===== src/rtl/reg_dump_reader.sv =====
// reg_dump_reader: walks register addresses FIRST_REG..LAST_REG through read
// port 1 of the 32x32 register file and presents each word on a valid/ready
// stream. It waits out the 1-cycle registered read, and it retries any read
// that was issued while the write port was active, because RD1 is high-Z then.
//
// Ports:
//   clk        rising-edge clock, shared with the register file
//   reset      asynchronous, active-high
//   start      begin a dump; sampled only while idle
//   rf_addr    read address to register file A1 (always equals the walk counter)
//   rf_we      copy of register file WE3
//   rf_rdata   register file RD1
//   out_valid  out_addr/out_data hold a valid word
//   out_ready  consumer accepts the presented word
//   out_addr   address of the presented word
//   out_data   contents of the presented register
//   busy       high from leaving IDLE until DONE exits
//   done       one-cycle pulse after the last word is accepted
module reg_dump_reader #(
    parameter int unsigned ADDR_W    = 5,
    parameter int unsigned DATA_W    = 32,
    parameter int unsigned FIRST_REG = 0,
    parameter int unsigned LAST_REG  = 31
) (
    input  logic              clk,
    input  logic              reset,
    input  logic              start,
    output logic [ADDR_W-1:0] rf_addr,
    input  logic              rf_we,
    input  logic [DATA_W-1:0] rf_rdata,
    output logic              out_valid,
    input  logic              out_ready,
    output logic [ADDR_W-1:0] out_addr,
    output logic [DATA_W-1:0] out_data,
    output logic              busy,
    output logic              done
);

    localparam logic [ADDR_W-1:0] FIRST_ADDR = ADDR_W'(FIRST_REG);
    localparam logic [ADDR_W-1:0] LAST_ADDR  = ADDR_W'(LAST_REG);

    typedef enum logic [2:0] {
        S_IDLE    = 3'd0,
        S_ISSUE   = 3'd1,
        S_CAPTURE = 3'd2,
        S_HOLD    = 3'd3,
        S_DONE    = 3'd4
    } state_t;

    state_t            state;
    logic [ADDR_W-1:0] cnt;

    // The register file samples A1 directly from the walk counter.
    assign rf_addr = cnt;

    // Dump sequencer; all stream and status outputs are registered here.
    always_ff @(posedge clk or posedge reset) begin
        if (reset) begin
            state     <= S_IDLE;
            cnt       <= FIRST_ADDR;
            out_valid <= 1'b0;
            out_addr  <= '0;
            out_data  <= '0;
            busy      <= 1'b0;
            done      <= 1'b0;
        end else begin
            done <= 1'b0;
            case (state)
                S_IDLE: begin
                    if (start) begin
                        state <= S_ISSUE;
                        cnt   <= FIRST_ADDR;
                        busy  <= 1'b1;
                    end
                end
                // The register file latches registers[cnt] at this edge. A
                // concurrent write turns that read into Z, so issue it again.
                S_ISSUE: begin
                    if (!rf_we) begin
                        state <= S_CAPTURE;
                    end
                end
                // RD1 now holds the word read at the previous edge.
                S_CAPTURE: begin
                    out_data  <= rf_rdata;
                    out_addr  <= cnt;
                    out_valid <= 1'b1;
                    state     <= S_HOLD;
                end
                // Keep the word stable until the consumer takes it. The last
                // address exits before cnt is incremented, so cnt never wraps.
                S_HOLD: begin
                    if (out_ready) begin
                        out_valid <= 1'b0;
                        if (cnt == LAST_ADDR) begin
                            state <= S_DONE;
                            done  <= 1'b1;
                        end else begin
                            cnt   <= cnt + ADDR_W'(1);
                            state <= S_ISSUE;
                        end
                    end
                end
                S_DONE: begin
                    busy  <= 1'b0;
                    state <= S_IDLE;
                end
                default: begin
                    state     <= S_IDLE;
                    out_valid <= 1'b0;
                    busy      <= 1'b0;
                end
            endcase
        end
    end

endmodule

===== config.mk =====
export PLATFORM = sky130hd
export DESIGN_NAME = reg_dump_reader
export DESIGN_NICKNAME = d
export VERILOG_FILES = /design/src/rtl/reg_dump_reader.sv
export SDC_FILE = /design/constraint.sdc
export NUM_CORES = 1
export LEC_CHECK = 0
export CAP_MARGIN = 0
export CORE_AREA = 2 2 85 87
export DETAILED_ROUTE_END_ITERATION = 8
export DIE_AREA = 0 0 87 89
export PLACE_DENSITY = 0.7
export SLEW_MARGIN = 0
export SYNTH_ARGS = -nofsm -noshare
export SYNTH_HDL_FRONTEND = slang
export SYNTH_SLANG_ARGS = --single-unit

===== constraint.sdc =====
create_clock -name clk -period 1.8 [get_ports clk]
set_input_delay 0.36 -clock clk [delete_from_list [all_inputs] [get_ports clk]]
set_output_delay 0.36 -clock clk [all_outputs]
set_load 0.05 [all_outputs]

==> results of run 1 <==
[cells in the mapped netlist (all sizes together)]
master   number
mux2         37
nor2          2
a22oi         1
nand4bb       1
and3          4
o211ai        2
nand2         4
nand3b        1
mux2i         3
nor2b         1
ha            2
o21ai         3
clkbuf        1
nand3         3
a21oi         2
buf           6
dfrtp        48
a211o         1
nand4b        1
o311a         1
nand4         2
or3b          1
inv           8
and3b         1
nor3b         1
[routing by layer]
layer,vias to the layer above,part of all wire,GRT usage
met5,-,0,0
li1,666,-,-
met3,2,0.064,0.0295
met1,694,0.44,0.126
met4,0,0.0024,0.0213
met2,52,0.49,0.190
[where the power goes]
group	internal, W	switching, W	leakage (nW)	total [W]
Clock	0.000307	0.000345	0.0510	0.000652
Sequential	0.00157	0.000267	0.577	0.00184
Combinational	0.00133	0.00231	0.697	0.00364
[cell usage in the layout (no fill, tap or decap), types with 2 or more instances in the layout]
| master | n |
|---|---|
| dfrtp_1 | 46 |
| mux2i_1 | 3 |
| clkinv_2 | 2 |
| nand3_1 | 3 |
| dfrtp_2 | 2 |
| o211ai_1 | 2 |
| nor2_1 | 2 |
| ha_4 | 2 |
| buf_4 | 55 |
| o21ai_0 | 3 |
| and3_1 | 3 |
| clkdlybuf4s50_1 | 36 |
| inv_1 | 7 |
| nand4_1 | 2 |
| nand2_1 | 4 |
| clkbuf_8 | 6 |
| mux2_2 | 37 |
[area by class of cell]
| cell class | instances | share of cell area |
|---|---|---|
| Sequential cell | 48 | 0.409 |
| Timing Repair Buffer | 92 | 0.270 |
| Multi-Input combinational cell | 74 | 0.245 |
| Tap cell | 80 | 0.0340 |
| Clock buffer | 6 | 0.0281 |
| Inverter | 8 | 0.0102 |
| Clock inverter | 2 | 0.00340 |
[sequential cells by signal (all words and copies together), names as in the netlist]
| signal | cells |
|---|---|
| out_data | 32 |
| out_addr | 5 |
| rf_addr | 5 |
| state | 3 |
| busy | 1 |
| done | 1 |
| out_valid | 1 |
[repair_timing]
item | in CTS | in global routing
pin swaps | 3 | 1
hold buffers | 0 | 0
buffers inserted | 3 | 0
resized for setup | 2 | 0
setup endpoints to repair | 2 | 2
[worst min path at each step]
stage	from	end	slack, ns	cells past startpoint
6_report	reset	out_data[3]	0.44	3
5_1_grt	reset	out_data[3]	0.49	3
4_1_cts	reset	out_data[3]	0.45	3
3_5_place_dp	out_data[0]	out_data[0]	0.50	1
3_3_place_gp	out_data[21]	out_data[21]	0.49	1
2_1_floorplan	rf_rdata[4]	out_data[4]	0.51	1
[per-stage QoR]
step / hold WS [ns] / area [um^2] / util / setup TNS [ns] / total power [W]
global route: 0.485 / 2940 / 0.438 / 0 / 0.00646
finish: 0.438 / 2940 / 0.438 / 0 / 0.00613
detailed placement: 0.497 / 2810 / 0.418 / -0.0262 / 0.00551
global placement: 0.490 / 2810 / 0.418 / 0 / 0.00546
floorplan: 0.512 / 2000 / - / 0 / 0.00444
CTS: 0.450 / 2940 / 0.438 / 0 / 0.00622
[worst register-to-register path: stages (launching register included)]
cell	delay, ns
dfrtp_2	0.44
ha_4	0.17
and3_4	0.15
ha_4	0.15
nand4b_1	0.26
a21oi_4	0.26
mux2i_1	0.22
[logic make-up (layout without fill, tap and decap cells)]
kind of cell	Yosys count	count (layout)	synth area share
AOI/OAI and AO/OA	10	10	0.0392
adders and majority gates	2	2	0.0126
buffers and inverters	15	108	0.0462
DFF	48	48	0.607
muxes	40	40	0.226
and+or+nand+nor	22	22	0.0689
==> run_summary.xml, run 1 <==
<?xml version="1.0" encoding="UTF-8"?>
<metrics>
  <group name="cts">
    <metric name="numClockSinks" unit="">48</metric>
    <metric name="max-clock-path-buffers" unit="">2</metric>
    <metric name="cts_max_level" unit="">2</metric>
    <metric name="cts_tree" unit="">done</metric>
    <metric name="worst_setup_hold_path_clk_slew" unit="ns">0.09</metric>
    <metric name="insertion_delay" unit="ns">0.29</metric>
    <metric name="cts_buffers" unit="">5</metric>
    <metric name="clk_root_buffer_cell" unit="">clkbuf_8</metric>
  </group>
  <group name="global_routing">
    <metric name="grt_first_pass_wirelength" unit="um">6420</metric>
    <metric name="groute.usage.overall" unit="">0.106</metric>
    <metric name="globalRoute.totalOverflow" unit="">0</metric>
    <metric name="first_global_vias" unit="">1351</metric>
    <metric name="number_of_antenna_violations_at_the_first_check_in_global_routing" unit="">0</metric>
    <metric name="grt_start_max_net_pins" unit="">38</metric>
  </group>
  <group name="worst_setup_path">
    <metric name="cp_data_required_time" unit="ns">2.02</metric>
    <metric name="crit_cells" unit="">6</metric>
    <metric name="end_of_the_critical_path" unit="">rf_addr[4]</metric>
    <metric name="r2r_setup_slack" unit="ns">0.08</metric>
    <metric name="max_stage_delay_on_crit_path" unit="ns">0.44</metric>
    <metric name="timing.critical_path.to_type" unit="">register</metric>
    <metric name="crit_family" unit="">flip-flops</metric>
    <metric name="rr_worst_depth" unit="">6</metric>
    <metric name="setup.worst_path.class" unit="">register to register</metric>
    <metric name="worstReg2RegEnd" unit="">rf_addr[4]</metric>
    <metric name="r2r-start" unit="">rf_addr[0]</metric>
    <metric name="crit_path_start" unit="">rf_addr[0]</metric>
    <metric name="crit_path_frequent_cell" unit="">ha_4</metric>
    <metric name="path_cells" unit="">ha_4 &gt; and3_4 &gt; ha_4 &gt; nand4b_1 &gt; a21oi_4 &gt; mux2i_1</metric>
    <metric name="data_arrival_at_the_endpoint_of_the_critical_path" unit="ns">1.94</metric>
    <metric name="critical-path-slowest-cell" unit="">dfrtp_2</metric>
    <metric name="worstPathMaxFanout" unit="">5</metric>
    <metric name="setup.worst_path.start_class" unit="">register</metric>
    <metric name="worst-path-buf-inv" unit="">0</metric>
  </group>
  <group name="logic_synthesis">
    <metric name="synth_top_area_frac" unit="">0.607</metric>
    <metric name="synth_top_area_cell" unit="">dfrtp_1</metric>
    <metric name="synth_area_leaders" unit="">dfrtp_1, mux2_2, buf_6</metric>
    <metric name="synth_cell_type_count" unit="">28</metric>
    <metric name="ys_warn_count" unit="">0</metric>
    <metric name="synth_area_per_cell" unit="um^2">14.4</metric>
    <metric name="synth_area" unit="mm^2">0.00198</metric>
    <metric name="postSynthCellCount" unit="">137</metric>
    <metric name="synth_seq_area_share" unit="">0.607</metric>
    <metric name="synth_fp_nets" unit="">176</metric>
    <metric name="yosys_register_bits" unit="">48</metric>
  </group>
  <group name="finish">
    <metric name="num-fill-cells" unit="">634</metric>
    <metric name="syn2layout_area_growth" unit="%">48.6</metric>
    <metric name="sequential_cell_area" unit="mm^2">0.00120</metric>
    <metric name="multi_input_area" unit="um^2">721</metric>
    <metric name="finish.cell_count_without_fillers" unit="">310</metric>
    <metric name="final_nets" unit="">268</metric>
    <metric name="drive_gt1_frac" unit="">0.478</metric>
    <metric name="diodes" unit="">0</metric>
  </group>
  <group name="die">
    <metric name="core_area" unit="mm^2">0.00672</metric>
    <metric name="floorplan_die_area" unit="mm^2">0.00774</metric>
    <metric name="initial_utilization" unit="">0.294</metric>
    <metric name="io_pins" unit="">82</metric>
    <metric name="floorplan.die.width" unit="um">87</metric>
    <metric name="fp-row-count" unit="">30</metric>
    <metric name="dieHeight" unit="um">89</metric>
  </group>
  <group name="hold_path">
    <metric name="hold_class" unit="">input port to async pin</metric>
  </group>
  <group name="power">
    <metric name="power_density" unit="mW/mm^2">2090</metric>
    <metric name="vdd.ir_drop.worst" unit="mV">1.39</metric>
    <metric name="leakage_component_of_the_power" unit="nW">1.33</metric>
  </group>
  <group name="timing">
    <metric name="finalWorstSetupSlack" unit="ns">0.0810</metric>
    <metric name="fmax" unit="GHz">0.582</metric>
    <metric name="timing.final.hold_violations" unit="">0</metric>
    <metric name="setup_repair_after_global_routing_missed_its_margin" unit="">no</metric>
    <metric name="timing.slew.headroom" unit="">0.783</metric>
    <metric name="fin_skew" unit="ns">0.00718</metric>
    <metric name="tightest_slew" unit="ns">0.325</metric>
    <metric name="endpoints_failing_setup" unit="">0</metric>
    <metric name="maxSlewViolCount" unit="">0</metric>
    <metric name="fin_crit" unit="ns">1.72</metric>
    <metric name="post-route-period-util" unit="">0.955</metric>
  </group>
  <group name="placed_design">
    <metric name="post-place-ws" unit="ns">-0.0262</metric>
    <metric name="numPlacedInstances" unit="">299</metric>
    <metric name="numPortBuffers" unit="">81</metric>
    <metric name="gp_routability_congestion" unit="">0.796</metric>
    <metric name="dp_hpwl" unit="um">3010</metric>
  </group>
  <group name="drt">
    <metric name="vias_per_cell" unit="">4.56</metric>
    <metric name="drc_errors" unit="">0</metric>
    <metric name="totalWireLength" unit="um">4170</metric>
    <metric name="first_pass_iters" unit="">4</metric>
    <metric name="drtAntennaViolNets" unit="">0</metric>
    <metric name="dr.first_iter.drc_count" unit="">22</metric>
    <metric name="detailroute.via_count" unit="">1414</metric>
    <metric name="route.detailed.wl_per_inst" unit="um">13.5</metric>
  </group>
  <group name="run">
    <metric name="maxCapViolations" unit="">0</metric>
  </group>
  <group name="status">
    <metric name="outcome" unit="">finished, final reports clean</metric>
  </group>
</metrics>
(Power assumes the default switching activity.)
==> run 2: changes to the inputs <==
--- a/config.mk
+++ b/config.mk
@@ -9,2 +9,3 @@
 export CORE_AREA = 2 2 85 87
+export CTS_BUF_LIST = sky130_fd_sc_hd__clkbuf_4 sky130_fd_sc_hd__clkbuf_8
 export DETAILED_ROUTE_END_ITERATION = 8
--- a/constraint.sdc
+++ b/constraint.sdc
@@ -3,2 +3,2 @@
 set_output_delay 0.36 -clock clk [all_outputs]
-set_load 0.05 [all_outputs]
+set_load 0.01 [all_outputs]
==> run_summary.xml, run 2 (same netlist as run 1, synthesis figures left out) <==
<?xml version="1.0" encoding="UTF-8"?>
<metrics>
  <group name="status">
    <metric name="outcome" unit="">finished, final reports clean</metric>
  </group>
  <group name="global_routing">
    <metric name="first_global_vias" unit="">1417</metric>
    <metric name="groute.usage.overall" unit="">0.109</metric>
    <metric name="globalRoute.totalOverflow" unit="">0</metric>
    <metric name="grt_first_pass_wirelength" unit="um">6490</metric>
    <metric name="number_of_antenna_violations_at_the_first_check_in_global_routing" unit="">0</metric>
    <metric name="grt_start_max_net_pins" unit="">49</metric>
  </group>
  <group name="timing">
    <metric name="tightest_slew" unit="ns">0.300</metric>
    <metric name="fmax" unit="GHz">0.586</metric>
    <metric name="fin_skew" unit="ns">0.00369</metric>
    <metric name="worst_hold_slack" unit="ns">0.400</metric>
    <metric name="setup_tns" unit="ns">0</metric>
    <metric name="setup_repair_after_global_routing_missed_its_margin" unit="">no</metric>
    <metric name="timing.final.hold_violations" unit="">0</metric>
    <metric name="fin_crit" unit="ns">1.71</metric>
    <metric name="endpoints_failing_setup" unit="">0</metric>
    <metric name="timing.slew.headroom" unit="">0.800</metric>
    <metric name="finalWorstSetupSlack" unit="ns">0.0930</metric>
    <metric name="maxSlewViolCount" unit="">0</metric>
    <metric name="post-route-period-util" unit="">0.948</metric>
  </group>
  <group name="worst_setup_path">
    <metric name="critical-path-slowest-cell" unit="">clkdlybuf4s50_1</metric>
    <metric name="setup.worst_path.start_class" unit="">register</metric>
    <metric name="cp_data_required_time" unit="ns">1.44</metric>
    <metric name="timing.critical_path.to_type" unit="">output port</metric>
    <metric name="data_arrival_at_the_endpoint_of_the_critical_path" unit="ns">1.35</metric>
    <metric name="worst-path-buf-inv" unit="">1</metric>
    <metric name="path_cells" unit="">clkdlybuf4s50_1</metric>
    <metric name="max_stage_delay_on_crit_path" unit="ns">0.58</metric>
    <metric name="worstPathMaxFanout" unit="">4</metric>
    <metric name="setup.worst_path.class" unit="">register to output port</metric>
    <metric name="crit_family" unit="">buffers and inverters</metric>
  </group>
  <group name="placed_design">
    <metric name="post-place-ws" unit="ns">0.0339</metric>
    <metric name="dp_hpwl" unit="um">2860</metric>
    <metric name="gp_routability_congestion" unit="">0.762</metric>
    <metric name="numPortBuffers" unit="">81</metric>
  </group>
  <group name="finish">
    <metric name="syn2layout_area_growth" unit="%">53.8</metric>
    <metric name="drive_gt1_frac" unit="">0.268</metric>
    <metric name="diodes" unit="">0</metric>
    <metric name="registers.top_by_ff_count" unit="">out_data</metric>
    <metric name="layout.cells.most_common_list" unit="">clkdlybuf4s50_1, dfrtp_1, mux2_2</metric>
    <metric name="layout_commonest_cell" unit="">clkdlybuf4s50_1</metric>
    <metric name="largest_register_ff_count" unit="">32</metric>
    <metric name="num-fill-cells" unit="">625</metric>
    <metric name="final_nets" unit="">266</metric>
  </group>
  <group name="drt">
    <metric name="vias_per_cell" unit="">4.51</metric>
    <metric name="drtAntennaViolNets" unit="">0</metric>
    <metric name="drc_errors" unit="">0</metric>
    <metric name="dr.first_iter.drc_count" unit="">45</metric>
    <metric name="detailroute.via_count" unit="">1389</metric>
    <metric name="route.detailed.wl_per_inst" unit="um">13.2</metric>
    <metric name="totalWireLength" unit="um">4080</metric>
    <metric name="first_pass_iters" unit="">2</metric>
  </group>
  <group name="cts">
    <metric name="holdBufCountCts" unit="">0</metric>
    <metric name="clk_root_buffer_cell" unit="">clkbuf_8</metric>
    <metric name="insertion_delay" unit="ns">0.30</metric>
    <metric name="cts_buffers" unit="">5</metric>
    <metric name="cts_max_level" unit="">2</metric>
    <metric name="worst_setup_hold_path_clk_slew" unit="ns">0.09</metric>
    <metric name="cts_tree" unit="">done</metric>
    <metric name="numClockSinks" unit="">48</metric>
    <metric name="max-clock-path-buffers" unit="">2</metric>
    <metric name="post_cts_buffers" unit="">0</metric>
  </group>
  <group name="die">
    <metric name="core_area" unit="mm^2">0.00672</metric>
    <metric name="floorplan.die.width" unit="um">87</metric>
    <metric name="dieHeight" unit="um">89</metric>
    <metric name="io_pins" unit="">82</metric>
    <metric name="floorplan_die_area" unit="mm^2">0.00774</metric>
    <metric name="initial_utilization" unit="">0.294</metric>
    <metric name="fp-row-count" unit="">30</metric>
  </group>
  <group name="power">
    <metric name="power_frac_clock" unit="">0.139</metric>
    <metric name="cell_internal_power" unit="W">0.00336</metric>
    <metric name="report.power.total" unit="W">0.00486</metric>
    <metric name="power.share.switching" unit="">0.308</metric>
    <metric name="share_comb_of_total_power" unit="">0.486</metric>
    <metric name="vdd.ir_drop.worst" unit="mV">0.668</metric>
    <metric name="power.switching" unit="W">0.00150</metric>
    <metric name="power_density" unit="mW/mm^2">1600</metric>
    <metric name="reg_power_frac" unit="">0.375</metric>
    <metric name="leakage_component_of_the_power" unit="nW">1.26</metric>
  </group>
  <group name="run">
    <metric name="maxCapViolations" unit="">0</metric>
  </group>
  <group name="hold_path">
    <metric name="hold_class" unit="">input port to async pin</metric>
  </group>
</metrics>
run 2: cell types whose count changed in the layout (fill, tap and decap cells not counted):
cell / delta
buf_4: -48
clkinvlp_4: +2
dfrtp_2: -2
buf_12: +1
ha_4: -1
clkinv_2: -2
ha_2: +1
dfrtp_1: +2
clkdlybuf4s50_1: +45
run 2: power groups by stage:
stage / Sequential (W) / Clock (W) / Combinational [W]
finish: 0.00182 / 0.000675 / 0.00236
global route: 0.00189 / 0.000767 / 0.00254
CTS: 0.00183 / 0.000711 / 0.00240
detailed placement: 0.00184 / 0 / 0.00239
global placement: 0.00182 / 0 / 0.00237
floorplan: 0.00206 / 0 / 0.000961
run 2: metrics by stage:
stage	utilization	instances	cell area, um^2
detailed placement	0.435	300	2930
global route	0.453	308	3040
global placement	0.435	300	2930
finish	0.453	308	3040
floorplan	-	137	1980
CTS	0.450	308	3020
run 2: layout make-up:
type	count	area [um^2]	share of cell area
clock buffer	6	82.6	0.0271
clock inverter	2	15.0	0.00493
inverter	8	30.0	0.00987
multi-input combinational	74	711	0.234
sequential	48	1200	0.395
tap	80	100	0.0329
timing repair buffer	90	903	0.297
run 2: metal layers:
metal / global-route usage / share of wire / vias up / routed length [um]
met4: 0.0256 / 0.0083 / 0 / 34
met3: 0.0508 / 0.087 / 6 / 356
met1: 0.132 / 0.44 / 669 / 1800
li1: - / - / 661 / -
met5: 0 / 0 / - / 0
met2: 0.179 / 0.46 / 53 / 1890
run 2: path summary, 6_finish.rpt:
kind,slack (ns),startpoint,depth (start not counted),end
max in group asynchronous,1.16,reset,3,out_data[28]
worst max register to register,0.10,rf_addr[1],6,rf_addr[1]
worst max-delay path,0.09,rf_addr[4],1,rf_addr[4]
worst min-delay path,0.40,reset,3,out_data[3]
worst min register to register,0.51,out_data[11],1,out_data[11]
min in group clk,0.51,out_data[11],1,out_data[11]
run 2: worst reg2reg max path, delay by kind of cell (launching register included):
family	cells	cell delay, ns
and+or+nand+nor	2	0.43
DFF	1	0.40
adders and majority gates	2	0.35
AOI/OAI and AO/OA	1	0.25
muxes	1	0.21
run 2: timing repair:
action	4_1_cts	5_1_grt
setup endpoints to repair	0	5
endpoints found under the hold margin	0	0
resized for setup	0	4
==> run 3: changes to the inputs <==
Settings changed: CORE_AREA 2 2 85 87 to 2 2 74 76, DIE_AREA 0 0 87 89 to 0 0 76 78, PLACE_DENSITY 0.7 to 0.86.
==> run_summary.xml, run 3 (same netlist as run 1, synthesis figures left out) <==
<?xml version="1.0" encoding="UTF-8"?>
<metrics>
  <group name="worst_setup_path">
    <metric name="r2r_setup_slack" unit="ns">0.11</metric>
    <metric name="max_stage_delay_on_crit_path" unit="ns">0.55</metric>
    <metric name="rr_worst_depth" unit="">6</metric>
    <metric name="timing.critical_path.to_type" unit="">output port</metric>
    <metric name="worstReg2RegEnd" unit="">rf_addr[1]</metric>
    <metric name="data_arrival_at_the_endpoint_of_the_critical_path" unit="ns">1.33</metric>
    <metric name="worstPathMaxFanout" unit="">5</metric>
    <metric name="crit_family" unit="">buffers and inverters</metric>
    <metric name="path_cells" unit="">buf_4 &gt; clkdlybuf4s50_1</metric>
    <metric name="worst-path-buf-inv" unit="">2</metric>
    <metric name="setup.worst_path.class" unit="">register to output port</metric>
    <metric name="setup.worst_path.start_class" unit="">register</metric>
    <metric name="r2r-start" unit="">rf_addr[0]</metric>
    <metric name="cp_data_required_time" unit="ns">1.44</metric>
    <metric name="critical-path-slowest-cell" unit="">clkdlybuf4s50_1</metric>
  </group>
  <group name="timing">
    <metric name="timing.final.hold_violations" unit="">0</metric>
    <metric name="fin_crit" unit="ns">1.69</metric>
    <metric name="timing.slew.headroom" unit="">0.767</metric>
    <metric name="maxSlewViolCount" unit="">0</metric>
    <metric name="setup_tns" unit="ns">0</metric>
    <metric name="endpoints_failing_setup" unit="">0</metric>
    <metric name="post-route-period-util" unit="">0.942</metric>
    <metric name="tightest_slew" unit="ns">0.350</metric>
    <metric name="fin_skew" unit="ns">0.00902</metric>
    <metric name="setup_repair_after_global_routing_missed_its_margin" unit="">no</metric>
    <metric name="fmax" unit="GHz">0.590</metric>
  </group>
  <group name="global_routing">
    <metric name="grt_first_pass_wirelength" unit="um">6920</metric>
    <metric name="number_of_antenna_violations_at_the_first_check_in_global_routing" unit="">0</metric>
    <metric name="grt_start_max_net_pins" unit="">38</metric>
    <metric name="globalRoute.totalOverflow" unit="">0</metric>
    <metric name="first_global_vias" unit="">1424</metric>
    <metric name="groute.usage.overall" unit="">0.147</metric>
  </group>
  <group name="finish">
    <metric name="layout.cell_area.non_filler" unit="mm^2">0.00301</metric>
    <metric name="final_nets" unit="">267</metric>
    <metric name="layout_commonest_cell" unit="">clkdlybuf4s50_1</metric>
    <metric name="layout.cells.most_common_list" unit="">clkdlybuf4s50_1, dfrtp_1, mux2_2</metric>
    <metric name="postLayoutCoreUtil" unit="">0.597</metric>
    <metric name="largest_register_ff_count" unit="">32</metric>
    <metric name="drive_gt1_frac" unit="">0.262</metric>
    <metric name="syn2layout_area_growth" unit="%">52.1</metric>
    <metric name="diodes" unit="">0</metric>
    <metric name="num-fill-cells" unit="">421</metric>
    <metric name="registers.top_by_ff_count" unit="">out_data</metric>
  </group>
  <group name="drt">
    <metric name="vias_per_cell" unit="">4.68</metric>
    <metric name="drc_errors" unit="">0</metric>
    <metric name="dr.first_iter.drc_count" unit="">21</metric>
    <metric name="detailroute.via_count" unit="">1398</metric>
    <metric name="route.detailed.wl_per_inst" unit="um">13.7</metric>
    <metric name="first_pass_iters" unit="">4</metric>
    <metric name="totalWireLength" unit="um">4090</metric>
    <metric name="drtAntennaViolNets" unit="">0</metric>
  </group>
  <group name="run">
    <metric name="maxCapViolations" unit="">0</metric>
  </group>
  <group name="cts">
    <metric name="numClockSinks" unit="">48</metric>
    <metric name="cts_tree" unit="">done</metric>
    <metric name="cts_buffers" unit="">5</metric>
    <metric name="insertion_delay" unit="ns">0.29</metric>
    <metric name="max-clock-path-buffers" unit="">2</metric>
    <metric name="worst_setup_hold_path_clk_slew" unit="ns">0.09</metric>
    <metric name="holdBufCountCts" unit="">0</metric>
    <metric name="clk_root_buffer_cell" unit="">clkbuf_8</metric>
    <metric name="cts_max_level" unit="">2</metric>
  </group>
  <group name="die">
    <metric name="dieHeight" unit="um">78</metric>
    <metric name="floorplan.die.width" unit="um">76</metric>
    <metric name="floorplan_die_area" unit="mm^2">0.00593</metric>
    <metric name="io_pins" unit="">82</metric>
    <metric name="fp-row-count" unit="">26</metric>
    <metric name="initial_utilization" unit="">0.392</metric>
    <metric name="core_area" unit="mm^2">0.00504</metric>
  </group>
  <group name="placed_design">
    <metric name="gp_routability_congestion" unit="">0.805</metric>
    <metric name="post_dp_cell_area" unit="mm^2">0.00291</metric>
    <metric name="numPortBuffers" unit="">81</metric>
    <metric name="dp_hpwl" unit="um">3040</metric>
  </group>
  <group name="status">
    <metric name="outcome" unit="">finished, final reports clean</metric>
  </group>
  <group name="power">
    <metric name="vdd.ir_drop.worst" unit="mV">0.734</metric>
    <metric name="leakage_component_of_the_power" unit="nW">1.28</metric>
    <metric name="report.power.total" unit="W">0.00485</metric>
    <metric name="power_density" unit="mW/mm^2">1610</metric>
  </group>
  <group name="hold_path">
    <metric name="hold_class" unit="">input port to async pin</metric>
  </group>
</metrics>
## run 3: timing repair
item / CTS / global route
gates resized for setup: 0 / 1
buffers inserted: 0 / 0
setup endpoints to repair: 0 / 5
## run 3: metrics by stage
| stage | setup slack (ns) | hold slack (ns) | instances |
|---|---|---|---|
| finish | 0.105 | 0.412 | 299 |
| global route | 0.00316 | 0.428 | 299 |
| CTS | 0.0240 | 0.407 | 299 |
| detailed placement | 0.0438 | 0.494 | 291 |
| global placement | 0.0632 | 0.489 | 291 |
| floorplan | 0.0348 | 0.512 | 137 |
## run 3: worst max path at each step
stage | startpoint | to | slack [ns] | cells past startpoint
2_1_floorplan | rf_addr[0] | rf_addr[1] | 0.03 | 6
3_3_place_gp | start | rf_addr[1] | 0.06 | 4
3_5_place_dp | start | rf_addr[4] | 0.04 | 4
4_1_cts | rf_addr[0] | rf_addr[4] | 0.02 | 6
5_1_grt | rf_addr[0] | rf_addr[4] | 0.003 | 6
6_report | rf_addr[3] | rf_addr[3] | 0.11 | 2
## run 3: layout make-up
type | count | area [um^2] | share of cell area
Sequential cell | 48 | 1200 | 0.399
Timing Repair Buffer | 91 | 898 | 0.299
Multi-Input combinational cell | 74 | 693 | 0.230
Clock buffer | 8 | 97.6 | 0.0324
Tap cell | 70 | 87.6 | 0.0291
Inverter | 8 | 30.0 | 0.00998
## run 3: layer usage
metal  part of all wire  global-route usage  up-vias
met5                  0                   0        -
met4              0.013              0.0491        0
met3              0.069              0.0512        5
met2               0.50               0.246       57
met1               0.42               0.177      667
li1                   -                   -      669
## run 3: tightest hold or removal path: cells and delay by family
family | cells | cell delay (ns)
buffers and inverters | 3 | 0.73
## run 3: power breakdown
group	total, W	internal [W]	switching (W)
registers	0.00183	0.00157	0.000259
clock network	0.000669	0.000344	0.000325
logic	0.00236	0.00148	0.000873
